### config.mk
export PLATFORM = sky130hd
export DESIGN_NAME = lsu_bus_if
export DESIGN_NICKNAME = d
export VERILOG_FILES = /design/src/rtl/lsu_bus_if.sv
export SDC_FILE = /design/constraint.sdc
export NUM_CORES = 1
export LEC_CHECK = 0
export ABC_AREA = 0
export CAP_MARGIN = 20
export CORE_AREA = 2 2 84 166
export CTS_BUF_LIST = sky130_fd_sc_hd__clkbuf_4
export DETAILED_ROUTE_END_ITERATION = 8
export DIE_AREA = 0 0 86 168
export GPL_TIMING_DRIVEN = 0
export PLACE_DENSITY = 0.78
export SYNTH_ARGS = -nofsm -noshare
export SYNTH_HDL_FRONTEND = slang
export SYNTH_SLANG_ARGS = --single-unit
### constraint.sdc
create_clock -name clk -period 1.75 [get_ports clk]
set_clock_uncertainty 0.15 [all_clocks]
set_input_delay 0.35 -clock clk [delete_from_list [all_inputs] [get_ports clk]]
set_output_delay 0.35 -clock clk [all_outputs]
set_load 0.05 [all_outputs]
### src/rtl/lsu_bus_if.sv
// Load/store unit bridging the core datapath to the data-memory bus.
// Handshakes on ACKD_n with an optional timeout and flags bad accesses.
module lsu_bus_if #(
    parameter int XLEN    = 32,
    parameter int TIMEOUT = 15,
    parameter int TW      = 8
) (
    input  logic            clk,
    input  logic            rst,
    input  logic            req_valid,
    output logic            req_ready,
    input  logic            req_write,
    input  logic [1:0]      req_size,
    input  logic            req_unsigned,
    input  logic [XLEN-1:0] req_addr,
    input  logic [XLEN-1:0] req_wdata,
    output logic            resp_valid,
    output logic [XLEN-1:0] resp_rdata,
    output logic            resp_err,
    output logic            stall,
    output logic [XLEN-1:0] DAD,
    output logic            MREQ,
    output logic            WRITE,
    output logic [1:0]      SIZE,
    input  logic            ACKD_n,
    input  logic [XLEN-1:0] DDT_i,
    output logic [XLEN-1:0] DDT_o,
    output logic            DDT_oe
);

    localparam int OW = $clog2(XLEN / 8);
    localparam bit TO_EN = (TIMEOUT != 0);
    localparam logic [TW-1:0] TMAX = TW'(TO_EN ? TIMEOUT - 1 : 0);
    localparam logic [XLEN-1:0] ONE = 1;

    typedef enum logic [1:0] {IDLE, BUS, RESP} state_e;

    state_e        state_q;
    logic [TW-1:0] cnt_q;
    logic [OW-1:0] off_q;
    logic          uns_q;

    logic            legal;
    logic [XLEN-1:0] wrep;
    logic [XLEN-1:0] shifted;
    logic [XLEN-1:0] mask;
    logic            sgn;
    logic [XLEN-1:0] ext;

    assign req_ready = (state_q == IDLE);
    assign stall     = (state_q == IDLE && req_valid) || (state_q == BUS);

    always_comb begin
        legal = 1'b1;
        case (req_size)
            2'b00:   legal = 1'b1;
            2'b01:   legal = ~req_addr[0];
            2'b10:   legal = (req_addr[1:0] == 2'b00);
            default: legal = (XLEN == 64) && (req_addr[2:0] == 3'b000);
        endcase
    end

    // Replicate the right-justified store data across every lane of its size.
    always_comb begin
        wrep = req_wdata;
        for (int i = 0; i < XLEN / 8; i++) begin
            case (req_size)
                2'b00:   wrep[8*i +: 8] = req_wdata[7:0];
                2'b01:   wrep[8*i +: 8] = req_wdata[8*(i%2) +: 8];
                2'b10:   wrep[8*i +: 8] = req_wdata[8*(i%4) +: 8];
                default: wrep[8*i +: 8] = req_wdata[8*i +: 8];
            endcase
        end
    end

    always_comb begin
        shifted = DDT_i >> {off_q, 3'b000};
        mask    = '1;
        sgn     = 1'b0;
        case (SIZE)
            2'b00: begin
                mask = (ONE << 8) - ONE;
                sgn  = shifted[7];
            end
            2'b01: begin
                mask = (ONE << 16) - ONE;
                sgn  = shifted[15];
            end
            2'b10: begin
                mask = (ONE << 32) - ONE;
                sgn  = shifted[31];
            end
            default: begin
                mask = '1;
                sgn  = 1'b0;
            end
        endcase
        ext = (shifted & mask) | ({XLEN{sgn & ~uns_q}} & ~mask);
    end

    always_ff @(posedge clk or negedge rst) begin
        if (!rst) begin
            state_q    <= IDLE;
            cnt_q      <= '0;
            off_q      <= '0;
            uns_q      <= 1'b0;
            MREQ       <= 1'b0;
            WRITE      <= 1'b0;
            DDT_oe     <= 1'b0;
            SIZE       <= 2'b00;
            DAD        <= '0;
            DDT_o      <= '0;
            resp_valid <= 1'b0;
            resp_err   <= 1'b0;
            resp_rdata <= '0;
        end else begin
            unique case (state_q)
                IDLE: begin
                    if (req_valid) begin
                        uns_q <= req_unsigned;
                        off_q <= req_addr[OW-1:0];
                        SIZE  <= req_size;
                        cnt_q <= '0;
                        if (legal) begin
                            state_q <= BUS;
                            MREQ    <= 1'b1;
                            WRITE   <= req_write;
                            DDT_oe  <= req_write;
                            DAD     <= {req_addr[XLEN-1:OW], {OW{1'b0}}};
                            DDT_o   <= wrep;
                        end else begin
                            state_q    <= RESP;
                            resp_valid <= 1'b1;
                            resp_err   <= 1'b1;
                            resp_rdata <= '0;
                        end
                    end
                end
                BUS: begin
                    if (!ACKD_n) begin
                        state_q    <= RESP;
                        MREQ       <= 1'b0;
                        WRITE      <= 1'b0;
                        DDT_oe     <= 1'b0;
                        resp_valid <= 1'b1;
                        resp_err   <= 1'b0;
                        resp_rdata <= WRITE ? '0 : ext;
                    end else if (TO_EN && cnt_q == TMAX) begin
                        state_q    <= RESP;
                        MREQ       <= 1'b0;
                        WRITE      <= 1'b0;
                        DDT_oe     <= 1'b0;
                        resp_valid <= 1'b1;
                        resp_err   <= 1'b1;
                        resp_rdata <= '0;
                    end else begin
                        cnt_q <= cnt_q + 1'b1;
                    end
                end
                RESP: begin
                    state_q    <= IDLE;
                    resp_valid <= 1'b0;
                    resp_err   <= 1'b0;
                    resp_rdata <= '0;
                end
                default: state_q <= IDLE;
            endcase
        end
    end

endmodule

# After elaboration in Yosys (flattened, before gate mapping)
# Index checks and enable logic that the tools add are counted.
totals:
  in_bits: 104
  wordCells: 85
  output_inout_bits: 105
  regBits: 113
classes:
  n_eq_ne: 13
  reduce_logical: 15
  n_mux: 36
  bitwise: 7
  n_addsub: 1
  shift: 1
op_table:
  columns: ["op", "n"]
  rows:
  - ["32-bit 2-to-1 mux", 5]
  - ["32-bit one-hot mux with 3 select lines", 1]
  - ["32-bit AND", 2]
  - ["32-bit one-hot mux with 2 select lines", 1]
  - ["8-bit 2-to-1 mux", 5]
  - ["32-bit inverter", 1]
  - ["32-bit bitwise OR", 1]
  - ["8-bit one-hot mux with 2 select lines", 2]
  - ["32-bit by 5-bit right shift with 32-bit output", 1]
  - ["1-bit one-hot mux with 3 select lines", 4]
  - ["4-bit AND reduction", 3]
  - ["1-bit 2-to-1 mux", 11]
  - ["8-bit by 1-bit adder with 8-bit output, second input constant", 1]
  - ["8-bit by 4-bit == test with 1-bit output, second input constant", 1]
  - ["2-bit zero test", 4]
  - ["2-bit 2-to-1 mux", 4]
  - ["2-bit != test, second input constant", 4]
  - ["2-bit by 1-bit == test with 1-bit output, second input constant", 3]
  - ["2-bit == test, second input constant", 3]
  - ["1-bit one-hot mux with 2 select lines", 2]
  - ["2-bit one-hot mux with 2 select lines", 1]
  - ["2-bit AND reduction", 2]
  - ["3-bit by 2-bit != test with 1-bit output, second input constant", 1]
  - ["3-bit AND reduction", 1]
  - ["8 further kinds", 9]

# Depth between registers and ports, before layout
# Gate-level depths: netlist of the first run.
depth:
  depth_word: 8
  ltp_mapped: 7
  ltp_nobuf: 6

# Worst setup path after synthesis of the first run
# OpenSTA, ideal clock, no wires.
synth_timing:
  path_kind: "register -> register"
  startpoint: "register state_q[1]"
  endpoint: "register DDT_oe"
  arrival_time_ns: 1.948
  path_stages_with_launch: 6
  t_required_ns: 1.533
  setup_time_ns: 0.067
  slack_ns: -0.416
  period_less_slack_ns: 2.166
  path_cell_list: "dfrtp_1 clkbuf_1 nor2_1 nand2_1 nor2_1 a22o_1"
synth_via:
  elab_chain_cells: 3
  elab_cells_between_ends: 8
  cone_classes: "eq/ne: 4; mux: 1; reduce/logical: 3"
synth_lines:
  columns: ["item", "line_no", "rtl"]
  rows:
  - ["start: declaration", "38", "state_e state_q;"]
  - ["start signal: assignment", "103", "state_q <= IDLE;"]
  - ["start signal: assignment", "125", "state_q <= BUS;"]
  - ["start signal: assignment", "132", "state_q <= RESP;"]
  - ["2-bit zero test (*)", null, null]
  - ["via req_ready", "11", "output logic req_ready,"]
  - ["2-bit by 1-bit != test with 1-bit output (no line), or another cell as far along", null, null]
  - ["4-bit AND reduction (no line)", null, null]
  - ["end signal: assignment", "128", "DDT_oe <= req_write;"]
  - ["end: declaration", "28", "output logic DDT_oe"]
# The timed path passes the listed nets; every way through them passes the cells marked *.
# A chain may end at the register's enable or synchronous reset.

# Worst setup path in the final report of the first run
layout_timing:
  startpoint: "register cnt_q[4]"
  endpoint: "register resp_rdata[22]"
layout_via:
  elab_chain_cells: 3
layout_lines:
  columns: ["item", "line_no", "rtl"]
  rows:
  - ["start: declaration", "39", "logic [TW-1:0] cnt_q;"]
  - ["start signal: assignment", "157", "cnt_q <= cnt_q + 1'b1;"]
  - ["8-bit by 4-bit == test with 1-bit output", "148", "end else if (TO_EN && cnt_q == TMAX) begin"]
  - ["3-bit by 2-bit != test with 1-bit output (no line)", null, null]
  - ["4-bit AND reduction (no line)", null, null]
  - ["end signal: assignment", "147", "resp_rdata <= WRITE ? '0 : ext;"]
  - ["end: declaration", "18", "output logic [XLEN-1:0] resp_rdata,"]
# Every way passes these cells.

==> reports/results.ini, run 1 <==
[floorplan]
die-area_um2=14400
initial_utilization_pct=39.8
die_width_um=86
core_um2=13300
ios=209
die_h_um=168
fp-row-count=60

[grt]
gr-total-overflow=0
grt_max_degree=71
grt_use_total_pct=22.6
grt_pass1_vias=5006
antenna_found_initial=0
grt_pass1_wl_um=25700

[outcome]
violations=setup timing
status=finished with violations

[setup_path]
path_class=flop to flop
max_stage_delay_ns=0.44
critPathSlowestCell=dfrtp_1
crit_arrival_ns=2.26
cp_max_fo=10
crit_required_ns=1.98
endpoint_kind=flop
path_cells=and4bb_4, a2111o_2, o311ai_4, buf_12, buf_6, a221o_1
cp-start-kind=flop

[routing]
routedWlPerCell_um=19.2
num_vias=4855
drt-total-wl_um=17000
drc=0
drt_iter0_drc=252
vias_per_cell=5.47
drtPass1Iterations=5
ant_nets=0

[clock_tree]
cts-root-buf=clkbuf_4
cts_tree=done
clock-sinks=113
cts.htree.levels=4
clk_latency_ns=0.51
clockBufferDepth=2
cts_made_buffers=17
clk_pin_slew_ns=0.12

[synthesis]
synth-seq-area-share_pct=53.5
syn_inst=453
async_flop_share_pct=100
synth-seq-cells=113
muxShareOfSynthArea_pct=16.9
synth-simple-area-share_pct=9.35
yosysWarnings=0
synth_area_um2=5280
synth_xor_area_share_pct=0.166
synth_compound_area_share_pct=15.6
synth_top_family_by_area=multiplexers
synth_edf_count=0
avgSynthCellArea_um2=11.7
synth_cell_types=51
synth_fa_ha_area_share_pct=0.474
synthFlopType=dfrtp_1

[finish]
area_growth_pct=58.9
fill_cells=1053
diodes=0
fin_cells=888
drive_gt1_share_pct=44.1
nNetsFinal=826
layout_common_cells=dfrtp_1, clkdlybuf4s50_1, buf_2, mux2_2
final_common_cell=dfrtp_1

[sta]
setup_slack_ns=-0.278
rsz0062_at_grt=true
setup_violations=110
finalMaxSlewViolations=0
layout_min_cycle_time_ns=2.03
tightest_slew_ns=0.625
max_freq_mhz=493
hold_viol_final=0
fin_crit_sh_pct=116
slew_headroom_pct=58.2

[power_and_ir_drop]
p_leak_uw=0.00397
power.density_nw_per_um2=1810
ir_drop_mv=1.24
power_uw=15200

[min_path]
hp-class=input port to async pin

[job]
cap_violations=0

[place]
place_congestion=0.869
numPortBuffers=205
dp_hpwl_um=11700
pre_cts_slack_ns=-0.978
dpl.cell_count=815

==> power by group <==
group	switching [uW]	internal [uW]	total, uW
Combinational	5820	3120	8950
Clock	1060	878	1940
Sequential	707	3620	4330
==> logic make-up after synthesis <==
| group | Yosys count |
|---|---|
| AOI/OAI and AO/OA | 115 |
| xor gates and xnor gates | 1 |
| adders and majority gates | 2 |
| buffers and inverters | 37 |
| DFF | 113 |
| muxes | 82 |
| other | 1 |
| and+or+nand+nor | 102 |
==> final timing paths <==
check                            startpoint             end  slack, ns  cells after the start
worst max-delay path               cnt_q[4]  resp_rdata[22]      -0.28                      6
worst min register to register         MREQ            MREQ       0.35                      1
worst min-delay path                    rst       DDT_o[24]       0.17                      2
worst max register to register     cnt_q[4]  resp_rdata[22]      -0.28                      6
max in group asynchronous               rst          DDT_oe       0.57                      3
min in group clk                req_size[1]       DDT_o[24]       0.19                      4
==> cells in the mapped netlist, types with 2 or more instances <==
library cell	instances	area, um^2
a21oi_1	23	115
or2_2	2	12.5
mux2_2	46	518
a211oi_1	2	15.0
a22o_1	10	87.6
and3_1	2	12.5
nor2_1	17	63.8
a211o_1	7	61.3
o31ai_1	2	15.0
a221o_1	16	160
buf_6	5	56.3
nor2b_1	6	37.5
buf_4	4	30.0
nand3b_1	2	15.0
o21ai_0	37	185
inv_1	4	15.0
a21o_1	2	15.0
mux2i_1	35	350
a32o_1	7	70.1
nor3_1	2	10.0
ha_1	2	25.0
buf_2	13	65.1
nand4_1	2	12.5
or4_1	2	15.0
clkbuf_1	10	37.5
and2b_1	3	22.5
dfrtp_1	113	2830
nand2_1	52	195
nor3b_1	3	22.5
==> state kept, by name, indices dropped and copies added (netlist names) <==
register    flops
resp_rdata     32
DDT_o          32
cnt_q           8
uns_q           1
resp_valid      1
resp_err        1
off_q           2
DDT_oe          1
MREQ            1
DAD            30
state_q         2
SIZE            2
==> final cells by class <==
class | count | area, um^2 | share of cell area (%)
flip-flops and latches | 113 | 2830 | 33.7
multi-input cells | 304 | 2580 | 30.7
repair buffers | 248 | 2180 | 26.0
plain buffers | 32 | 313 | 3.73
well taps | 155 | 194 | 2.31
clock buffers | 19 | 143 | 1.70
clock inverters | 13 | 139 | 1.65
inverters | 4 | 15.0 | 0.179
==> routing by layer <==
layer / vias up / wire (um) / track usage (%)
met5: - / 0 / 0
met1: 2410 / 6520 / 27.2
met3: 24 / 1450 / 8.24
met4: 0 / 291 / 7.59
met2: 230 / 8780 / 37.2
li1: 2191 / - / -
==> critical path, delay by kind of cell, from the launching register on <==
| family | cells | cell delay, ns |
|---|---|---|
| buf+inv | 2 | 0.30 |
| compound gates | 3 | 0.64 |
| flops | 1 | 0.44 |
| simple gates | 1 | 0.37 |
==> stage by stage <==
| step | utilization, % | TNS [ns] | instance area (um^2) | hold slack (ns) |
|---|---|---|---|---|
| floorplan | - | -3.12 | 5330 | -0.0956 |
| global placement | 57.0 | -552.15 | 7580 | 0.311 |
| detailed placement | 57.2 | -72.95 | 7610 | 0.154 |
| CTS | 58.4 | -7.70 | 7760 | 0.146 |
| global route | 63.2 | -24.45 | 8390 | 0.148 |
| finish | 63.2 | -18.04 | 8390 | 0.174 |
==> what timing repair did <==
item                                    CTS  global route
endpoints found under the setup margin  211           111
endpoints found under the hold margin    67             0
cloned                                    3             6
setup buffers                            20            12
pin swaps                                15            34
hold buffers                              1             0
resized for setup                       567           149
Power figures use the tool's default switching activity.
==> inputs of run 2 (changes only) <==
--- a/config.mk
+++ b/config.mk
@@ -13,6 +13,7 @@
 export DIE_AREA = 0 0 86 168
 export GPL_TIMING_DRIVEN = 0
 export PLACE_DENSITY = 0.78
+export SETUP_SLACK_MARGIN = 0.4
 export SYNTH_ARGS = -nofsm -noshare
 export SYNTH_HDL_FRONTEND = slang
 export SYNTH_SLANG_ARGS = --single-unit
==> run 2 against run 1 <==
- the flow still finishes with violations (setup timing)
- sequential power grew 3%
- first-iteration DRC count grew 42%
- critical path type unchanged
- utilization grew 6.2 points
- largest power group unchanged
- combinational power grew 17%
- fmax shrank 3.0%
- clock power grew 6%
- flip-flop and latch count is the same
- die area is the same
- hold slack lost 0.11 ns
- critical endpoint is now resp_rdata[26]
- global-route usage grew 0.95 points
==> reports/results.ini, run 2 (synthesis results as in run 1) <==
[routing]
drt-total-wl_um=17700  ; +4.1%
vias_per_cell=5.47  ; about the same
num_vias=5086  ; +4.8%
routedWlPerCell_um=19.1  ; -0.60%
ant_nets=0  ; unchanged
drt_iter0_drc=358  ; +42%
drtPass1Iterations=4  ; -1
drc=0  ; unchanged

[clock_tree]
cts.htree.levels=4  ; unchanged
clock-sinks=113  ; unchanged
cts_tree=done
clockBufferDepth=2  ; unchanged
clk_pin_slew_ns=0.10  ; -0.02 ns
cts-root-buf=clkbuf_4
cts_made_buffers=17  ; unchanged
clk_latency_ns=0.52  ; about the same

[sta]
setup_slack_ns=-0.340  ; -0.0621 ns
setup_violations=112  ; +1.8%
hold_viol_final=0  ; unchanged
max_freq_mhz=478  ; -3.0%
tightest_slew_ns=0.650  ; +0.0252 ns
hold_ws_ns=0.0686  ; -0.105 ns
rsz0062_at_grt=true
slew_headroom_pct=56.7  ; -1.5 points
fin_crit_sh_pct=119  ; +3.5 points
layout_min_cycle_time_ns=2.09  ; +0.0621 ns
finalMaxSlewViolations=0  ; unchanged

[floorplan]
core_um2=13300  ; unchanged
die-area_um2=14400  ; unchanged
fp-row-count=60  ; unchanged
ios=209  ; unchanged
die_h_um=168  ; unchanged
initial_utilization_pct=39.8  ; unchanged
die_width_um=86  ; unchanged

[power_and_ir_drop]
power.density_nw_per_um2=1850  ; +2.0%
power_frac_seq_pct=26.2  ; -2.3 points
comb_power_share_pct=61.7  ; +2.9 points
ir_drop_mv=1.29  ; +4.5%
p_leak_uw=0.00430  ; +8.3%
p_switching_uw=7920  ; +4.4%
internal_power_uw=9120  ; +20%
p_sw_share_pct=46.5  ; -3.4 points
clockPowerShare_pct=12.1  ; -0.6 points

[min_path]
hp-class=input port to flop

[finish]
fin_cells=930  ; +4.7%
nNetsFinal=867  ; +5.0%
top_regs=DDT_o: 32 flops, resp_rdata: 32 flops, DAD: 30 flops
drive_gt1_share_pct=46.9  ; +2.8 points
area_growth_pct=74.5
layout_common_cells=buf_6, dfrtp_1, clkdlybuf4s50_1, buf_4, mux2_2
final_common_cell=buf_6

[grt]
gr-total-overflow=0  ; unchanged
busiest_layer=met2
grt_pass1_vias=5084  ; +1.6%
use_met3_pct=9.07  ; +0.83 points
grt_use_total_pct=23.6  ; +0.95 points
gr-usage-met1_pct=28.1  ; +0.90 points
grt_max_degree=82  ; +15%
antenna_found_initial=1  ; +1
grt_pass1_wl_um=26700  ; +3.6%
use_met2_pct=38.9  ; +1.6 points

[setup_path]
crit_required_ns=2.01  ; +0.03 ns
endpoint_kind=flop
cp_max_fo=8  ; -2
cp-start-kind=flop
path_cells=inv_1, ha_2, nor3b_2, a2111o_2, o311ai_4, buf_12, buf_6, a221o_1
crit_arrival_ns=2.35  ; +0.09 ns
path_class=flop to flop
max_stage_delay_ns=0.40  ; -0.04 ns
critPathSlowestCell=dfrtp_1

[place]
dp_hpwl_um=11500  ; -1.7%
place_congestion=0.852  ; -2.0%
numPortBuffers=205  ; unchanged
dpl.cell_count=815  ; unchanged

[outcome]
violations=setup timing
status=finished with violations

[job]
cap_violations=0  ; unchanged

==> run 2: changes by cell type in the layout (fill, tap and decap cells not counted), sizes merged <==
cell	previous run	this run
buf	152	211
clkbuf	45	25
clkinv	6	3
clkinvlp	4	7
bufinv	2	3
diode	0	1
o21ai	38	39
==> run 2: worst paths after layout <==
path | slack, ns | start | end | cells past startpoint
hold / removal | 0.07 | req_size[1] | DDT_o[24] | 4
hold reg to reg | 0.37 | DDT_o[12] | DDT_o[12] | 2
max in group asynchronous | 0.59 | rst | DDT_oe | 3
setup reg to reg | -0.34 | cnt_q[0] | resp_rdata[26] | 8
min in group asynchronous | 0.14 | rst | DDT_o[20] | 2
setup / recovery | -0.34 | cnt_q[0] | resp_rdata[26] | 8
==> run 2: layer usage <==
metal	routed length (um)	vias to the layer above	part of all wire [%]
li1	-	2288	-
met1	6630	2513	37
met2	9110	255	51
met3	1640	30	9.2
met4	373	0	2.1
met5	0	-	0
==> run 2: timing repair <==
action,4_1_cts,5_1_grt
endpoints found under the setup margin,216,216
hold endpoints to repair,113,0
buffers inserted,42,29
hold buffers,1,0
gates resized for setup,762,62
cloned,9,1
pin swaps,28,28
==> run 2: stage by stage <==
step                      setup slack [ns]  area (um^2)  utilization (%)  power (uW)  TNS, ns
after floorplan                     -0.144         5470                -        9950    -4.07
after global placement               -4.67         7720             58.1       12900  -531.67
after detailed placement            -0.863         7750             58.3       13000   -54.73
after CTS                           -0.263         8750             65.9       16200   -17.25
after global routing                -0.404         9220             69.4       17800   -29.60
final                               -0.340         9220             69.4       17000   -22.04
==> run 2: power groups by stage <==
stage | Combinational [uW] | Sequential (uW) | Clock [uW]
floorplan | 2360 | 7590 | 0
finish | 10500 | 4460 | 2060
detailed placement | 8660 | 4300 | 0
CTS | 9690 | 4440 | 2110
global route | 11000 | 4560 | 2240
global placement | 8590 | 4260 | 0
==> run 2: layout make-up <==
| class | instances | area, um^2 |
|---|---|---|
| multi-input combinational | 305 | 2560 |
| buffer | 33 | 345 |
| inverter | 4 | 15.0 |
| sequential | 113 | 2830 |
| fill | 956 | 4070 |
| antenna | 1 | 2.50 |
| clock buffer | 18 | 135 |
| clock inverter | 14 | 165 |
| tap | 155 | 194 |
| timing repair buffer | 287 | 2970 |
==> run 2: worst max-delay path, delay by kind of cell, from the launching register on <==
family / cells / cell delay, ns
AOI/OAI and AO/OA: 3 / 0.67
DFF: 1 / 0.40
buffers and inverters: 3 / 0.35
and+or+nand+nor: 1 / 0.23
adders and majority gates: 1 / 0.17
==> inputs of run 3 (changes only) <==
--- a/config.mk
+++ b/config.mk
@@ -7,10 +7,10 @@
 export LEC_CHECK = 0
 export ABC_AREA = 0
 export CAP_MARGIN = 20
-export CORE_AREA = 2 2 84 166
+export CORE_AREA = 2 2 117 119
 export CTS_BUF_LIST = sky130_fd_sc_hd__clkbuf_4
 export DETAILED_ROUTE_END_ITERATION = 8
-export DIE_AREA = 0 0 86 168
+export DIE_AREA = 0 0 119 121
 export GPL_TIMING_DRIVEN = 0
 export PLACE_DENSITY = 0.78
 export SETUP_SLACK_MARGIN = 0.4
==> run 3 against run 2 <==
- the flow still finishes with violations (setup timing)
- flip-flop and latch count unchanged
- register-to-register slack improved by 0.07 ns
- first-iteration DRC count is 8.9% lower
- critical path depth decreased by 2
- setup slack gained 0.074 ns
- sequential power is essentially flat
- sequential share of layout area shrank 0.85 points
- highest routed layer unchanged
==> reports/results.ini, run 3 (synthesis results as in run 1) <==
[setup_path]
crit_arrival_ns=2.32  ; -0.03 ns
cp_top_family=compound AO/OA/AOI/OAI gates
max_stage_delay_ns=0.41  ; about the same
path_cells=and4bb_4, a2111o_2, o311ai_4, buf_12, buf_8, a221o_1
cp_max_fo=8  ; unchanged
endpoint_kind=flop
critPathSlowestCell=dfrtp_1
path_class=flop to flop
worst-path-buf-inv=2  ; -1
cp-start-kind=flop
crit_required_ns=2.05  ; +0.04 ns

[grt]
use_met2_pct=43.3  ; +4.5 points
use_met3_pct=8.88  ; -0.19 points
gr-total-overflow=0  ; unchanged
grt_use_total_pct=24.2  ; +0.63 points
busiest_layer=met2
grt_pass1_wl_um=27200  ; +1.8%
grt_pass1_vias=5247  ; +3.2%
grt_max_degree=61  ; -26%
gr-usage-met1_pct=26.6  ; -1.4 points
antenna_found_initial=0  ; -1

[routing]
drt-total-wl_um=19100  ; +7.9%
drc=0  ; unchanged
ant_nets=0  ; unchanged
num_vias=5230  ; +2.8%
routedWlPerCell_um=19.8  ; +3.5%
vias_per_cell=5.40  ; -1.3%
drt_iter0_drc=326  ; -8.9%
drtPass1Iterations=5  ; +1

[floorplan]
die_h_um=121  ; -28%
die_width_um=119  ; +38%
fp-row-count=42  ; -30%
initial_utilization_pct=40.4  ; +0.62 points
die-area_um2=14400  ; -0.34%
core_um2=13100  ; -1.5%
ios=209  ; unchanged

[sta]
setup_violations=112  ; unchanged
slew_headroom_pct=55.2  ; -1.5 points
tightest_slew_ns=0.672  ; +0.0219 ns
fin_crit_sh_pct=115  ; -4.2 points
finalMaxSlewViolations=0  ; unchanged
setup_slack_ns=-0.266  ; +0.0740 ns
hold_viol_final=0  ; unchanged
layout_min_cycle_time_ns=2.02  ; -0.0740 ns
rsz0062_at_grt=true
tns_ns=-19.89  ; +2.16 ns
max_freq_mhz=496  ; +3.7%

[place]
numPortBuffers=205  ; unchanged
dp_hpwl_um=11900  ; +4.2%
place_area_um2=7770  ; +0.29%
place_congestion=0.839  ; -1.5%
dpl.cell_count=836  ; +2.6%

[finish]
fill_cells=860  ; -10%
fin_cells=969  ; +4.2%
fin_util_pct=72.5  ; +3.1 points
drive_gt1_share_pct=49.1  ; +2.2 points
nNetsFinal=886  ; +2.2%
ff_latch_area_um2=2830  ; about the same
final_cell_area_um2=9490  ; +2.9%
diodes=0  ; -1
multi_input_area_um2=2600  ; +1.5%
layout_common_cells=buf_6, dfrtp_1, clkdlybuf4s50_1, buf_4, mux2_2
top_regs=DDT_o: 32 flops, resp_rdata: 32 flops, DAD: 30 flops
final_common_cell=buf_6
area_growth_pct=79.5

[outcome]
violations=setup timing
status=finished with violations

[power_and_ir_drop]
ir_drop_mv=1.35  ; +4.1%
power.density_nw_per_um2=1860  ; +0.39%
p_leak_uw=0.00442  ; +2.8%

[clock_tree]
clk_latency_ns=0.55  ; +0.03 ns
cts_made_buffers=17  ; unchanged
clock-sinks=113  ; unchanged
clk_pin_slew_ns=0.12  ; +0.02 ns
cts.htree.levels=4  ; unchanged
cts_tree=done
cts-root-buf=clkbuf_4
clockBufferDepth=2  ; unchanged

[job]
cap_violations=0  ; unchanged

[min_path]
hp-class=input port to flop

-- run 3: changes by cell type in the layout (fill, tap and decap cells not counted), sizes merged --
cell / change
clkinv: +4
dlygate4sd3: +1
buf: +15
clkinvlp: -3
diode: -1
clkbuf: +2
-- run 3: worst paths after layout --
kind | from | end | slack, ns | cells after the start
worst min register to register | uns_q | uns_q | 0.38 | 2
worst max-delay path | cnt_q[7] | resp_rdata[27] | -0.27 | 6
worst max register to register | cnt_q[7] | resp_rdata[27] | -0.27 | 6
worst min-delay path | req_size[1] | DDT_o[25] | 0.05 | 4
max in group asynchronous | rst | DAD[27] | 0.60 | 3
min in group asynchronous | rst | DAD[5] | 0.17 | 2
-- run 3: power by group --
part           internal [uW]  switching (uW)
registers               3630             841
clock network           1000            1140
logic                   4760            6230
-- run 3: metrics by stage --
stage	hold WS, ns	power, uW	worst slack [ns]
floorplan	-0.0956	9950	-0.144
global placement	0.315	12800	-4.44
detailed placement	0.301	13000	-0.860
CTS	0.000218	16500	-0.274
global route	0.0208	18300	-0.302
finish	0.0509	17600	-0.266
-- run 3: worst register-to-register path, cell delays in order, from the launching register on --
cell	delay, ns
dfrtp_1	0.41
and4bb_4	0.40
a2111o_2	0.21
o311ai_4	0.11
buf_12	0.17
buf_8	0.13
a221o_1	0.33
-- run 3: area by class of cell --
type,count,share of cell area [%]
multi-input combinational,305,27.4
sequential,113,29.9
timing repair buffer,306,33.2
inverter,4,0.158
buffer,33,3.69
clock buffer,17,1.35
tap,176,2.32
clock inverter,15,1.98
-- run 3: metal layers --
| metal | wire length, um | part of all wire, % |
|---|---|---|
| met5 | 0 | 0 |
| met4 | 534 | 2.8 |
| met1 | 6900 | 36 |
| met2 | 10200 | 53 |
| met3 | 1550 | 8.1 |
-- run 3: timing repair --
action | 4_1_cts | 5_1_grt
hold endpoints to repair | 54 | 0
gates cloned | 9 | 3
buffers inserted | 43 | 44
endpoints found under the setup margin | 216 | 276
pin swaps | 37 | 28
resized for setup | 770 | 78
hold buffers | 2 | 0
